File: src/rtl/uart_tx_parity.sv
// UART transmitter: 11-bit frame (start, 8 data LSB first, even parity, stop)
// with registered outputs and zero-gap back-to-back acceptance at stop-bit end.
module uart_tx_parity #(
    parameter int unsigned CLK_DIV = 868
) (
    input  logic       clk,
    input  logic       reset,
    input  logic [7:0] data_in,
    input  logic       tx_start,
    output logic       tx_busy,
    output logic       tx_done,
    output logic       tx_out,
    output logic [2:0] dbg_state_o
);

    localparam int unsigned CW = (CLK_DIV > 1) ? $clog2(CLK_DIV) : 1;
    localparam logic [CW-1:0] BAUD_LAST = CW'(CLK_DIV - 1);

    typedef enum logic [2:0] {
        IDLE   = 3'd0,
        START  = 3'd1,
        DATA   = 3'd2,
        PARITY = 3'd3,
        STOP   = 3'd4
    } state_t;

    state_t        state_q;
    logic [CW-1:0] baud_q;
    logic [2:0]    bit_idx_q;
    logic [7:0]    shift_q;
    logic          parity_q;
    logic          tx_out_q;
    logic          busy_q;
    logic          done_q;
    logic          baud_wrap;

    assign baud_wrap = (baud_q == BAUD_LAST);

    always_ff @(posedge clk) begin
        if (reset) begin
            state_q   <= IDLE;
            baud_q    <= '0;
            bit_idx_q <= '0;
            shift_q   <= '0;
            parity_q  <= 1'b0;
            tx_out_q  <= 1'b1;
            busy_q    <= 1'b0;
            done_q    <= 1'b0;
        end else begin
            done_q <= 1'b0;
            if (state_q != IDLE) begin
                baud_q <= baud_wrap ? '0 : baud_q + 1'b1;
            end
            case (state_q)
                IDLE: begin
                    if (tx_start) begin
                        shift_q   <= data_in;
                        parity_q  <= ^data_in;
                        baud_q    <= '0;
                        bit_idx_q <= '0;
                        state_q   <= START;
                        tx_out_q  <= 1'b0;
                        busy_q    <= 1'b1;
                    end
                end
                START: begin
                    // Busy may have been dropped for the tx_done cycle of a chained frame.
                    busy_q <= 1'b1;
                    if (baud_wrap) begin
                        state_q  <= DATA;
                        tx_out_q <= shift_q[0];
                    end
                end
                DATA: begin
                    if (baud_wrap) begin
                        shift_q   <= shift_q >> 1;
                        bit_idx_q <= bit_idx_q + 1'b1;
                        if (bit_idx_q == 3'd7) begin
                            state_q  <= PARITY;
                            tx_out_q <= parity_q;
                        end else begin
                            tx_out_q <= shift_q[1];
                        end
                    end
                end
                PARITY: begin
                    if (baud_wrap) begin
                        state_q  <= STOP;
                        tx_out_q <= 1'b1;
                    end
                end
                STOP: begin
                    if (baud_wrap) begin
                        done_q <= 1'b1;
                        busy_q <= 1'b0;
                        // A request on the final stop cycle starts the next frame with no gap.
                        if (tx_start) begin
                            shift_q   <= data_in;
                            parity_q  <= ^data_in;
                            bit_idx_q <= '0;
                            state_q   <= START;
                            tx_out_q  <= 1'b0;
                        end else begin
                            state_q  <= IDLE;
                            tx_out_q <= 1'b1;
                        end
                    end
                end
                default: begin
                    state_q  <= IDLE;
                    tx_out_q <= 1'b1;
                    busy_q   <= 1'b0;
                end
            endcase
        end
    end

    assign tx_out      = tx_out_q;
    assign tx_busy     = busy_q;
    assign tx_done     = done_q;
    assign dbg_state_o = state_q;

endmodule
File: config.mk
export PLATFORM = sky130hd
export DESIGN_NAME = uart_tx_parity
export DESIGN_NICKNAME = d
export VERILOG_FILES = /design/src/rtl/uart_tx_parity.sv
export SDC_FILE = /design/constraint.sdc
export NUM_CORES = 1
export LEC_CHECK = 0
export ABC_AREA = 0
export CORE_ASPECT_RATIO = 0.5
export CORE_MARGIN = 8
export CORE_UTILIZATION = 30
export CTS_BUF_LIST = sky130_fd_sc_hd__clkbuf_8
export DETAILED_ROUTE_END_ITERATION = 10
export DONT_BUFFER_PORTS = 1
export PLACE_DENSITY = 0.53
export SETUP_SLACK_MARGIN = 0.05
export SLEW_MARGIN = 25
export SYNTH_ARGS = -nofsm -noshare
export SYNTH_HDL_FRONTEND = slang
export SYNTH_SLANG_ARGS = --single-unit
File: constraint.sdc
create_clock -name clk -period 1.56 [get_ports clk]
set_input_delay 0.312 -clock clk [delete_from_list [all_inputs] [get_ports clk]]
set_output_delay 0.312 -clock clk [all_outputs]
set_load 0.03 [all_outputs]
==> results.txt <==
The library cells used most frequently in the layout, excluding fill and tap cells, are 32 x sky130_fd_sc_hd__buf_4, 18 x sky130_fd_sc_hd__dfxtp_1, 10 x sky130_fd_sc_hd__nand2_1. The count of synthesis-stage warnings from yosys is 0, and the final max-slew violation count is 0. The average instance area after synthesis is 9.63 µm², and the number of global-route vias before repair is 1387. Data on the critical path is required at its endpoint by 1.74 ns. The worst-case vdd ir drop was 0.356 mV; the site row count was 19. The xor/xnor share of the synthesized area is 0.0465, and the count of endpoints failing hold in the final timing report is 0. Setup repair after global routing could not meet its margin everywhere. For the initial antenna violation count, the log shows 0.

Global routing finished with a remaining overflow of 0. The DRC violation total after the first TritonRoute iteration is 84, and the worst-case setup margin in the final layout is 0.0163 ns. From bottom edge to top edge, the die measures 69.1 µm. The flow ran to the end, and the final reports show no timing, DRC or antenna violations. The period utilization is 0.990, and the leakage dissipation is 0.794 nW. The library cell used most frequently in the layout, excluding fill and tap cells, is sky130_fd_sc_hd__buf_4. For this design the ratio of total power to cell area is 774 nW/µm². The effective utilization at floorplan was 0.310; the average via count per standard cell was 5.37. The run gives 0.101 as the global-route total usage across every layer.

In the final routed layout, each cell accounts on average for 15.5 µm. The critical path buffer and inverter count was 0. The critical path goes through ha_4 -> ha_4 -> mux2_4 -> a211o_1 -> a21oi_2 -> mux2i_1. The final layout contains 221 nets. The placeable core region is 5470 µm², and the number of input and output port buffers inserted is 0. The total vias in the final route was 1497; the number of detailed-route iterations in the first pass was 4. The die area is 8450 µm².

Counting I/O delays and the setup requirement, the final critical path takes 1.54 ns. In this run the clock root is driven by a sky130_fd_sc_hd__clkbuf_8. The top-level I/O count is 17, and the flop and latch count out of synthesis is 28. The startpoint-to-endpoint class of the critical path was register to register.

Counting every instance in the synthesized netlist gives 176. The area share of fa/ha/maj cells after synthesis came out at 0.0222. The sequential cell area fraction in the yosys report came out at 0.331. For this run, the leading register cell type out of synthesis is sky130_fd_sc_hd__dfxtp_1. For the pin with the worst max-slew slack, the measured transition is 0.439 ns. The tools report the count of cell types in the netlist as 55. The portion of netlist area occupied by mux cells came out at 0.0598. By area, the combinational part of the netlist is dominated by compound AO/OA/AOI/OAI gates. The share of flip-flops with an asynchronous set or reset after synthesis was 0. Buffer depth of the longest clock path: 2. For the count of max-cap constraint violations, the log shows 0. Routability-driven placement finished with a final weighted congestion of 0.725.

Summed over all failing endpoints, the final setup total negative slack is 0 ns. Summed over all layers, the routed wires come to 4.33 mm. The share of cells above drive strength 1 is 0.447, and the largest net degree at the start of global routing is 29. In this run, CTS created clock tree buffers numbering 3. The nature of the critical path endpoint was a register.

At the later pin of the worst-skew pair, clock insertion delay measures 0.28 ns. Grouping stages by cell kind, the critical path spends the most delay in compound AO/OA/AOI/OAI gates. After clock tree synthesis, the clock-pin slew on the worst setup and hold paths is 0.10 ns. Top fanout value on the critical path: 2. The run gives 3.17 mm as the half-perimeter wire length after detailed placement. For the global-route wire length before repair, the log shows 7.02 mm. The DRC violations left came out at 0. The post-detailed-route count of antenna-violating nets came out at 0. Cell with the largest stage delay on the worst path: sky130_fd_sc_hd__dfxtp_2.

At the placement stage, the worst setup path has a slack of -0.0311 ns. The number of synthesized flops with an enable pin is 0. The die extent in x was 122 µm; the highest clock rate was 0.648 GHz. The relative area change from synthesis to final layout came out at 32.1%.

The net count after synthesis was 190; the basic-gate share of the synthesized area counting and, or, nand and nor cells was 0.244. The tightest min-delay check is of the input port to register type. For the signal arrival time at the worst endpoint, the log shows 1.72 ns.

Clock skew on the completed layout was measured at 0.00583 ns. For this run, the slowest stage of the critical path takes 0.35 ns. Number of setup violations in the final report: 0. The relative slew slack was 0.702; the netlist area before placement was 1690 µm².

TritonCTS built the clock tree. The tools report the launching element type of the critical path as a register. For the quantity of hold-fixing buffers added after cts, the log shows 0.

The total number of H-tree levels was 1. Clock sink count: 28. Antenna diode count: 0.

In this design, the critical path's most frequently occurring cell is sky130_fd_sc_hd__ha_4. The fraction of the mapped netlist area in compound gates works out to 0.265.
==> stage by stage <==
step | util | instances | power (mW) | hold slack (ns) | instance area [µm²]
after detailed placement | 0.364 | 267 | 1.14 | 0.380 | 1990
after global routing | 0.409 | 279 | 1.81 | 0.0602 | 2240
final | 0.409 | 279 | 1.73 | 0.0783 | 2240
after global placement | 0.364 | 267 | 1.14 | 0.380 | 1990
after CTS | 0.385 | 273 | 1.74 | 0.0724 | 2110
after floorplan | - | 176 | 1.04 | 0.464 | 1730
==> what timing repair did <==
| item | CTS | global route |
|---|---|---|
| pin swaps | 6 | 16 |
| buffers inserted | 2 | 6 |
| endpoints found under the setup margin | 10 | 19 |
| gates resized for setup | 7 | 21 |
| gates cloned | 0 | 0 |
==> Yosys cell counts, types with 4 or more instances <==
master / number / area, µm²
sky130_fd_sc_hd__dfxtp_1: 28 / 561
sky130_fd_sc_hd__a21oi_1: 12 / 60.1
sky130_fd_sc_hd__a211oi_1: 10 / 75.1
sky130_fd_sc_hd__nand2_1: 10 / 37.5
sky130_fd_sc_hd__nand3_1: 10 / 50.1
sky130_fd_sc_hd__mux2i_1: 9 / 90.1
sky130_fd_sc_hd__nor2_1: 8 / 30.0
sky130_fd_sc_hd__xnor2_1: 8 / 70.1
sky130_fd_sc_hd__a211oi_2: 5 / 62.6
sky130_fd_sc_hd__clkbuf_1: 4 / 15.0
sky130_fd_sc_hd__o211ai_1: 4 / 30.0
==> power breakdown <==
group,internal (mW),switching [mW]
Clock,0.344,0.240
Combinational,0.168,0.177
Sequential,0.754,0.0487
==> routing by layer <==
layer  routed length, µm  vias to the layer above  part of all wire  GRT usage
li1                    -                      743                 -          -
met1                1980                      720              0.46      0.127
met2                2120                       32              0.49      0.165
met3                 196                        2             0.045     0.0292
met4                  31                        0            0.0072     0.0241
met5                   0                        -                 0          0
==> path summary, 6_finish.rpt <==
path / end / slack [ns] / startpoint / cells after the start
setup / recovery: tx_out / 0.02 / bit_idx_q[0] / 6
hold / removal: bit_idx_q[2] / 0.08 / reset / 1
setup reg to reg: tx_out / 0.02 / bit_idx_q[0] / 6
hold reg to reg: shift_q[7] / 0.49 / shift_q[7] / 2
==> kinds of logic after synthesis <==
group	count (synthesis)
DFF	28
buffers and inverters	11
adders and majority gates	3
muxes	10
and+or+nand+nor	62
AOI/OAI and AO/OA	53
xor gates and xnor gates	9
==> final cells by class <==
cell class / instances / area, µm²
fillers: 529 / 3230
multi-input cells: 137 / 1210
flip-flops and latches: 28 / 576
repair buffers: 35 / 283
well taps: 73 / 91.3
clock buffers: 3 / 41.3
clock inverters: 1 / 30.0
inverters: 2 / 7.51
==> sequential cells by signal (all words and copies together) (netlist names) <==
signal	count
tx_busy	1
baud_q	10
parity_q	1
tx_done	1
dbg_state_o	3
shift_q	8
bit_idx_q	3
tx_out	1
Note: power is estimated with default switching activity, not from simulation.
